$ cat config.mk
export PLATFORM = sky130hd
export DESIGN_NAME = signed_subtraction_seq
export DESIGN_NICKNAME = d
export VERILOG_FILES = /design/src/rtl/signed_subtraction_seq.sv
export SDC_FILE = /design/constraint.sdc
export NUM_CORES = 1
export LEC_CHECK = 0
export ABC_CLOCK_PERIOD_IN_PS = 4680
export BUFFER_PORTS_ARGS = -buffer_cell sky130_fd_sc_hd__buf_2
export CORE_MARGIN = 5
export CORE_UTILIZATION = 35
export CTS_CLUSTER_DIAMETER = 80
export DETAILED_ROUTE_END_ITERATION = 10
export SLEW_MARGIN = 5
export SYNTH_ARGS = -nofsm -noshare
export SYNTH_HDL_FRONTEND = slang
export SYNTH_SLANG_ARGS = --single-unit
export TNS_END_PERCENT = 10
$ cat constraint.sdc
create_clock -name clk -period 4.68 [get_ports clk]
set_input_delay 0.702 -clock clk [delete_from_list [all_inputs] [get_ports clk]]
set_output_delay 0.702 -clock clk [all_outputs]
set_load 0.005 [all_outputs]
$ cat src/rtl/signed_subtraction_seq.sv
// Bit-serial sign-magnitude subtractor (out = a - b), one magnitude bit per cycle.
// Optional saturation on magnitude overflow: define SIGNED_SUB_SAT_EN.
module signed_subtraction_seq (
  input  logic        clk,
  input  logic        rst_n,
  input  logic        start,
  input  logic [15:0] a,
  input  logic [15:0] b,
  output logic [15:0] out,
  output logic        busy,
  output logic        done,
  output logic        ovf
);

  typedef enum logic [1:0] {
    IDLE   = 2'd0,
    PREP   = 2'd1,
    SERIAL = 2'd2,
    DONE   = 2'd3
  } state_t;

  state_t      state, state_nx;

  logic [15:0] ra, rb;
  logic        op_add;
  logic        rsign;
  logic [14:0] sx, sy;
  logic [14:0] res;
  logic        cy;
  logic [3:0]  cnt;

  logic        xb, yb;
  logic        rbit, cout;
  logic [14:0] full;
  logic [14:0] mag;
  logic        ovf_nx;
  logic [15:0] out_nx;

  logic        sb;
  logic [14:0] ma, mb;

  always_ff @(posedge clk) begin
    if (!rst_n) state <= IDLE;
    else        state <= state_nx;
  end

  always_comb begin
    state_nx = state;
    busy     = 1'b1;
    done     = 1'b0;
    case (state)
      IDLE: begin
        busy = 1'b0;
        if (start) state_nx = PREP;
      end
      PREP:   state_nx = SERIAL;
      SERIAL: if (cnt == 4'd14) state_nx = DONE;
      DONE: begin
        done     = 1'b1;
        state_nx = IDLE;
      end
      default: state_nx = IDLE;
    endcase
  end

  // One-bit full adder / full subtractor sharing the sum/difference term
  always_comb begin
    xb   = sx[0];
    yb   = sy[0];
    rbit = xb ^ yb ^ cy;
    if (op_add) cout = (xb & yb) | (cy & (xb ^ yb));
    else        cout = (~xb & yb) | (~(xb ^ yb) & cy);
    full   = {rbit, res[14:1]};
    ovf_nx = op_add & cout;
`ifdef SIGNED_SUB_SAT_EN
    mag = ovf_nx ? '1 : full;
`else
    mag = full;
`endif
    out_nx = {((mag == '0) ? 1'b0 : rsign), mag};
  end

  assign sb = ~rb[15];
  assign ma = ra[14:0];
  assign mb = rb[14:0];

  always_ff @(posedge clk) begin
    if (!rst_n) begin
      ra     <= '0;
      rb     <= '0;
      op_add <= 1'b0;
      rsign  <= 1'b0;
      sx     <= '0;
      sy     <= '0;
      res    <= '0;
      cy     <= 1'b0;
      cnt    <= '0;
      out    <= '0;
      ovf    <= 1'b0;
    end else begin
      case (state)
        IDLE: begin
          if (start) begin
            ra <= a;
            rb <= b;
          end
        end
        PREP: begin
          cy  <= 1'b0;
          cnt <= '0;
          res <= '0;
          if (ra[15] == sb) begin
            op_add <= 1'b1;
            rsign  <= ra[15];
            sx     <= ma;
            sy     <= mb;
          end else begin
            op_add <= 1'b0;
            // Larger magnitude becomes the minuend; ties keep a's sign
            if (ma >= mb) begin
              rsign <= ra[15];
              sx    <= ma;
              sy    <= mb;
            end else begin
              rsign <= sb;
              sx    <= mb;
              sy    <= ma;
            end
          end
        end
        SERIAL: begin
          sx  <= sx >> 1;
          sy  <= sy >> 1;
          cy  <= cout;
          res <= full;
          cnt <= cnt + 4'd1;
          if (cnt == 4'd14) begin
            out <= out_nx;
            ovf <= ovf_nx;
          end
        end
        default: ;
      endcase
    end
  end

endmodule

Word level (Yosys, flattened, before mapping)
Index checks and enable logic that the tools add are counted.
{ "totals": {"word_cells": 58, "input_bits": 35, "out_inout_bits": 19, "regBits": 103} }
{ "op_classes": {"add_sub_neg": 1, "reduce_logical": 6, "muxes": 19, "eq_ne": 7, "n_lt_le_gt_ge": 1, "bitwise_logic": 12} }
{ "ops": {"columns": ["op", "n"], "rows": [
  ["one-hot mux 15 bit (2 select lines)", 3],
  ["two-way mux 15 bit", 4],
  [">= comparator 15 bit", 1],
  ["zero test 15 bit", 1],
  ["one-hot mux 2 bit (4 select lines)", 1],
  ["one-hot mux 4 bit (2 select lines)", 1],
  ["two-way mux 1 bit", 7],
  ["AND reduction 2 bit", 3],
  ["bitwise AND 1 bit", 5],
  ["adder 4 x 1 -> 4 bit, second input constant", 1],
  ["equality test 2 bit, second input constant", 2],
  ["equality test 4 bit, second input constant", 1],
  ["two-way mux 2 bit", 2],
  ["!= test 2 bit, second input constant", 2],
  ["NOT 1 bit", 3],
  ["equality test 2 x 1 -> 1 bit, second input constant", 1],
  ["zero test 2 bit", 1],
  ["OR 1 bit", 2],
  ["one-hot mux 1 bit (2 select lines)", 1],
  ["nonzero test 2 bit", 1],
  ["XOR 1 bit", 2],
  ["equality test 1 bit", 1]
]} }

Logic depth before layout (Yosys ltp)
Gate-level depths: netlist of the first run.
{ "logic_depth": {"word_depth": 6, "ltp_mapped": 9} }

Least setup slack after synthesis of the first run
No wires, ideal clock.
{ "synth_path": {"path_type": "reg2reg", "start": "reg rb[8]", "end": "reg sx[10]", "path_stages_with_launch": 10, "arrival_time_ps": 2060, "setup_slack_ps": 2498, "t_required_ps": 4558, "cell_sequence": "dfxtp_1 inv_1 ha_1 a21o_1 a221o_1 a211oi_2 o21a_2 a21boi_2 buf_6 a221o_1"} }
{ "synth_between": {"elab_chain_len": 4} }
{ "synth_lines": {"columns": ["item", "line_no", "rtl"], "rows": [
  ["start: declaration", "24", "logic [15:0] ra, rb;"],
  ["start signal: assignment", "90", "rb <= '0;"],
  ["start signal: assignment", "105", "rb <= b;"],
  [">= comparator 15 bit", "120", "if (ma >= mb) begin"],
  ["two-way mux 15 bit", "120", null],
  ["two-way mux 15 bit", "112", "if (ra[15] == sb) begin"],
  ["one-hot mux 15 bit (2 select lines)", "101", "case (state)"],
  ["end signal: assignment", "115", "sx <= ma;"],
  ["end signal: assignment", "122", "sx <= ma;"],
  ["end signal: assignment", "126", "sx <= mb;"],
  ["end: declaration", "27", "logic [14:0] sx, sy;"]
]} }
Every way passes these cells.
A chain may end at the register's enable or synchronous reset.

Worst setup path in the final report of the first run
{ "layout_path": {"start": "reg state[0]", "end": "reg out[14]"} }
{ "layout_between": {"elab_chain_len": 2} }
{ "layout_lines": {"columns": ["item", "line_no", "rtl"], "rows": [
  ["start: declaration", "22", "state_t state, state_nx;"],
  ["start signal: assignment", "44", "else state <= state_nx;"],
  ["equality test 2 bit", "101", null],
  ["AND reduction 2 bit (no line)", null, null],
  ["end signal: assignment", "138", "out <= out_nx;"],
  ["end: declaration", "9", "output logic [15:0] out,"]
]} }
Every way passes these cells.

==> metrics, run 1 <==
status completed; Initial DRC Count 172; Worst Path Buf+Inv 3; synth-to-layout area growth 13.1%; met2 Use GR 21.4%; Synth Cell Area 4870 um^2; Setup CP Type flop to flop; GR Util met3 4.08%; largest net degree at the start of global routing 71; PwrDens 516 nW/um^2; Synth cell types 36; final hold viol count 0; # H-tree levels 3; chip width 128 um; commonest non-fill, non-tap cell in the layout nand2_1; vias in the first global route 3,640; vias per cell 5.00; clock tree buffer depth 2; CTS tree built; number of register bits inferred by synthesis 102; clock sink count 102; final core occ 40.0%; CP cell instances inv_1, ha_1, buf_4, inv_1, nor2_1, nand2_1, a21boi_0; Synthesized Nets 622; number of diodes 0; register area share after synthesis 41.9%; Num CTS Buffers 9; DRC Markers 0; RSZ-0062 raised after global routing false; DR vias 3,872; worst skew pair latency 0.35 ns; Main synth FF type dfxtp_1; startpoint types flop; period utilization 53.8%; layout cells sized above 1 12.9%; Post-DRT Antenna Nets 0; Hold/Removal Path Class flop to flop; post-route design area 5510 um^2; Ys Warns 0; crit end category flop; delay-heaviest family, CP simple AND/OR/NAND/NOR gates; grt met1 use 16.3%; Core Area 13,800 um^2; Die ar. 16,400 um^2; gr busiest metal met2; aggregate global-route resource usage 12.9%; clk slew on worst S/H paths 0.07 ns; CP max-delay cell nor2_1; initial antenna violation count 0; Post-synth ARST share 0%; Max Slew Vio Count 0; endpoints failing setup 0; cell mode on critical path inv_1; Mapped Cells 563; setup_tns 0 ns; Slew HR 26.3%; critical path fanouts, max 49; placer congestion estimate 0.755; Die H 128 um; final wirelength 10.2 mm; IO buf count 53; CP max stage delay 0.87 ns; row count 43; Placed Instance Area 5210 um^2; slew of the pin with the lowest slew margin 1.10 ns; Fmax achieved 397 MHz; CP Data Arrival Time 2.79 ns; Setup Buffers After CTS 0; commonest non-fill, non-tap cells in the layout nand2_1 (104), dfxtp_1 (102), a21boi_0 (90), buf_2 (53), nand3_1 (47); drt first pass iters 4; Routed wire per std cell 13.1 um; CP required 4.96 ns; hold_buf cts 0; first-pass GRT wire length 17.3 mm; Setup Skew 0.00863 ns; Final min period 2.52 ns; Top Ports 54; CTS root buf clkbuf_16; total congestion overflow 0; Post-synth EDFFs 0; maximum VDD drop 372 uV; max_cap viols 0; DP Wirelength 7.03 mm; Initial Utilization 35.4%; synthesized area per cell 8.66 um^2; cts repair resizes 0; fin nets 649; LEAKAGE 2.03 nW
-- per-layer routing --
layer / share of wire (%) / vias up / wire [um]
li1: - / 1994 / -
met1: 46 / 1814 / 4720
met2: 49 / 54 / 4930
met3: 3.7 / 10 / 374
met4: 1.2 / 0 / 125
met5: 0 / - / 0
-- synthesized netlist by cell type, drive strengths merged, types with 2 or more instances --
cell type	instances	area share, %
nor4	3	0.39
nor3	2	0.21
mux2i	2	0.41
nor2	7	0.54
a21boi	91	14
and3	2	0.28
buf	9	1.4
and2	6	0.77
ha	22	5.6
a221o	31	6.4
nand3	47	4.8
nand2	104	8.0
inv	24	1.8
nand4	3	0.39
o21ai	7	0.72
a211oi	2	0.41
dfxtp	102	42
clkbuf	32	2.5
a21oi	9	0.92
nand2b	41	5.3
nor2b	4	0.51
and3b	2	0.36
o22ai	2	0.26
fa	2	0.82
-- state kept, by name, indices dropped and copies added, names as in the netlist --
register	flops
sy	15
state	2
rb	16
op_add	1
res	14
sx	15
cy	1
ra	16
ovf	1
rsign	1
out	16
cnt	4
-- worst register-to-register path: cells and delay by family (launching register included) --
kind,cells,cell delay [ns]
flip-flops,1,0.34
AND/OR/NAND/NOR,2,1.06
adder cells (fa/ha/maj),1,0.16
AO/OA/AOI/OAI,1,0.19
buffers and inverters,3,0.70
-- logic make-up after synthesis --
group                    after synthesis  synth area share (%)
AND/OR/NAND/NOR                      223                  21.9
buffers and inverters                 65                  5.70
multiplexers                           2                 0.411
XOR/XNOR                               1                 0.180
flip-flops                           102                  41.9
adder cells (fa/ha/maj)               24                  6.47
AO/OA/AOI/OAI                        146                  23.5
-- layout make-up --
cell class	count	area, um^2
fill	1462	8260
sequential	102	2040
multi-input combinational	396	2560
tap	180	225
timing repair buffer	57	295
clock buffer	11	243
clock inverter	5	58.8
inverter	24	90.1
-- where the power goes --
part / switching [mW] / internal, mW / total, mW
combinational: 0.602 / 0.388 / 0.989
clock: 0.326 / 0.429 / 0.755
sequential: 0.107 / 0.994 / 1.10
total: 1.03 / 1.81 / 2.85
-- metrics by stage --
step / setup WS [ns] / power (mW) / hold WS (ns) / cells
finish: 2.16 / 2.85 / 0.464 / 775
global route: 1.80 / 3.07 / 0.496 / 775
CTS: 2.11 / 2.88 / 0.466 / 775
detailed placement: 2.15 / 2.12 / 0.462 / 759
global placement: 2.19 / 2.10 / 0.455 / 759
floorplan: 2.50 / 1.93 / 0.449 / 563
-- final timing paths --
check             depth (start not counted)      from  slack [ns]       to
setup / recovery                          7  state[0]        2.16  out[14]
hold / removal                            2    out[5]        0.46   out[5]
setup reg to reg                          7  state[0]        2.16  out[14]
hold reg to reg                           2    out[5]        0.46   out[5]
Power figures use the tool's default switching activity.
==> run 2: changes to the inputs <==
--- a/config.mk
+++ b/config.mk
@@ -5,7 +5,8 @@
 export SDC_FILE = /design/constraint.sdc
 export NUM_CORES = 1
 export LEC_CHECK = 0
-export ABC_CLOCK_PERIOD_IN_PS = 4680
+export ABC_AREA = 1
+export ABC_CLOCK_PERIOD_IN_PS = 2300
 export BUFFER_PORTS_ARGS = -buffer_cell sky130_fd_sc_hd__buf_2
 export CORE_MARGIN = 5
 export CORE_UTILIZATION = 35
==> constraint.sdc (replaced) <==
create_clock -name clk -period 2.3 [get_ports clk]
set_input_delay 0.345 -clock clk [delete_from_list [all_inputs] [get_ports clk]]
set_output_delay 0.345 -clock clk [all_outputs]
set_load 0.005 [all_outputs]
==> run 2 against run 1 <==
Effect of this change: global-route usage grew 0.78 points; first-iteration DRC count grew 110%; clock-buffer cell count is 2 lower; synthesized area grew 0.13%; die area up 0.12%; critical path depth grew 4; fmax is 27% higher; sequential cell count stayed put.
==> metrics, run 2 <==
total power 7.57 mW (was 2.85 mW); Slew HR 54.9% (was 26.3%); startpoint types flop (unchanged); clock sink count 102 (unchanged); Synth cell types 32 (was 36); clock tree buffer depth 2 (unchanged); CTS tree built (unchanged); synth-to-layout area growth 14.1% (was 13.1%); cts repair resizes 0 (unchanged); crit end category flop (unchanged); PwrDens 1360 nW/um^2 (was 516 nW/um^2); chip width 128 um (about the same); largest area contributor in the netlist dfxtp_1 (unchanged); # H-tree levels 3 (unchanged); DRC Markers 0 (unchanged); commonest non-fill, non-tap cells in the layout inv_1 (107), dfxtp_1 (102), nand2_1 (96), a21oi_1 (91), o21ai_0 (54) (was nand2_1 (104), dfxtp_1 (102), a21boi_0 (90), buf_2 (53), nand3_1 (47)); IO buf count 53 (unchanged); CP Data Arrival Time 2.19 ns (was 2.79 ns); first-pass GRT wire length 18.5 mm (was 17.3 mm); CP max-delay cell dfxtp_1 (was nor2_1); Die ar. 16,400 um^2 (about the same); Synthesized Nets 729 (was 622); commonest non-fill, non-tap cell in the layout inv_1 (was nand2_1); Main synth FF type dfxtp_1 (unchanged); Ys Warns 0 (unchanged); drt first pass iters 5 (was 4); largest net degree at the start of global routing 64 (was 71); Critical Path Source rb[14] (was state[0]); maximum VDD drop 650 uV (was 372 uV); Synth Cell Area 4880 um^2 (was 4870 um^2); Fmax achieved 505 MHz (was 397 MHz); Final min period 1.98 ns (was 2.52 ns); DR vias 4,299 (was 3,872); fin nets 762 (was 649); Worst Path Buf+Inv 3 (unchanged); vias per cell 4.84 (was 5.00); setup_tns 0 ns (unchanged); worst skew pair latency 0.35 ns (about the same); number of register bits inferred by synthesis 102 (unchanged); Setup Buffers After CTS 0 (unchanged); Core Area 13,800 um^2 (unchanged); critical path fanouts, max 32 (was 49); final wirelength 10.9 mm (was 10.2 mm); Die H 128 um (about the same); clk slew on worst S/H paths 0.07 ns (about the same); synth top area cells dfxtp_1 (42%), a21oi_1 (9.3%), inv_1 (8.2%) (was dfxtp_1 (42%), a21boi_0 (14%), nand2_1 (8.0%)); CP required 2.51 ns (was 4.96 ns); Post-synth ARST share 0% (unchanged); number of diodes 0 (unchanged); RSZ-0062 raised after global routing false (unchanged); # fillers 1,428 (was 1,462); biggest regs out x16, ra x16, rb x16 (unchanged); endpoints failing setup 0 (unchanged); hold_buf cts 0 (unchanged); Hold/Removal Path Class input pin to flop (was flop to flop); final hold viol count 0 (unchanged); delay-heaviest family, CP simple AND/OR/NAND/NOR gates (unchanged); total congestion overflow 0 (unchanged); reg2reg start rb[14] (was state[0]); slew of the pin with the lowest slew margin 0.675 ns (was 1.10 ns); post-synth top area share 41.8% (was 41.9%); Top Ports 54 (unchanged); row count 43 (unchanged); Initial DRC Count 366 (was 172); placer congestion estimate 0.809 (was 0.755); Num CTS Buffers 9 (unchanged); DP Wirelength 7.78 mm (was 7.03 mm); initial antenna violation count 0 (unchanged); period utilization 86.0% (was 53.8%); LEAKAGE 2.30 nW (was 2.03 nW); Post-synth EDFFs 0 (unchanged); layout cells sized above 1 12.9% (about the same); CTS root buf clkbuf_16 (unchanged); CP cell instances inv_1, ha_1, nand2_2, inv_2, a21oi_2, o21ai_2, nor2_4, buf_4, nand4_1, nand3_1, a21oi_1 (was inv_1, ha_1, buf_4, inv_1, nor2_1, nand2_1, a21boi_0); status completed (unchanged); Setup Skew 0.00912 ns (was 0.00863 ns); most frequent cell after synthesis inv_1 (was nand2_1); vias in the first global route 3,923 (was 3,640); top cells by count, synth inv_1 (107), dfxtp_1 (102), nand2_1 (96) (was nand2_1 (104), dfxtp_1 (102), a21boi_0 (90)); Max Slew Vio Count 0 (unchanged); synthesized area per cell 7.28 um^2 (was 8.66 um^2); Mapped Cells 670 (was 563); register area share after synthesis 41.8% (was 41.9%); CP max stage delay 0.31 ns (was 0.87 ns); aggregate global-route resource usage 13.7% (was 12.9%); Setup CP Type flop to flop (unchanged); max_cap viols 0 (unchanged); Min-Delay Startpoint b[12] (was out[5]); Post-DRT Antenna Nets 0 (unchanged); Initial Utilization 35.4% (about the same); Routed wire per std cell 12.2 um (was 13.1 um)
## run 2: tightest hold or removal path, delay by kind of cell
family,cells,cell delay (ns)
buffers and inverters,1,0.07
AOI/OAI and AO/OA,2,0.17
## run 2: cells by family after synthesis
kind of cell	count (synthesis)	synth area share, %
AOI/OAI and AO/OA	176	19.1
xor gates and xnor gates	1	0.180
adders and majority gates	24	6.46
buffers and inverters	154	12.6
DFF	102	41.8
and+or+nand+nor	213	19.8
## run 2: layout make-up
cell class | count | area, um^2 | share of cell area, %
clock inverters | 7 | 61.3 | 1.10
inverters | 111 | 417 | 7.48
repair buffers | 65 | 368 | 6.61
flip-flops and latches | 102 | 2040 | 36.7
multi-input cells | 414 | 2230 | 40.1
well taps | 180 | 225 | 4.04
clock buffers | 9 | 225 | 4.04
## run 2: final timing paths
check,slack (ns),cells after the start,to
max,0.32,11,sx[0]
min,0.27,3,rb[12]
max reg2reg,0.32,11,sx[0]
min reg2reg,0.47,2,out[15]
## run 2: report_power, final
group | switching, mW | internal [mW] | total, mW
combinational | 2.41 | 1.25 | 3.67
clock | 0.731 | 0.756 | 1.49
sequential | 0.176 | 2.24 | 2.41
total | 3.32 | 4.24 | 7.57
## run 2: metal layers
metal  track usage, %  wire length (um)  vias to the layer above
met1             18.8              5350                     1903
met2             20.5              4690                      110
met3             4.33               671                       14
met5                0                 0                        -
met4             4.43               156                        0
li1                 -                 -                     2272
## run 2: through the flow
| step | worst slack [ns] | hold slack, ns | utilization [%] | cells | cell area, um^2 |
|---|---|---|---|---|---|
| 2_1_floorplan | 0.674 | 0.437 | - | 670 | 4880 |
| 3_3_place_gp | 0.260 | 0.457 | 38.3 | 872 | 5280 |
| 3_5_place_dp | 0.192 | 0.460 | 38.3 | 872 | 5280 |
| 4_1_cts | 0.170 | 0.255 | 40.4 | 888 | 5560 |
| 5_1_grt | 0.137 | 0.281 | 40.4 | 888 | 5570 |
| 6_report | 0.321 | 0.265 | 40.4 | 888 | 5570 |
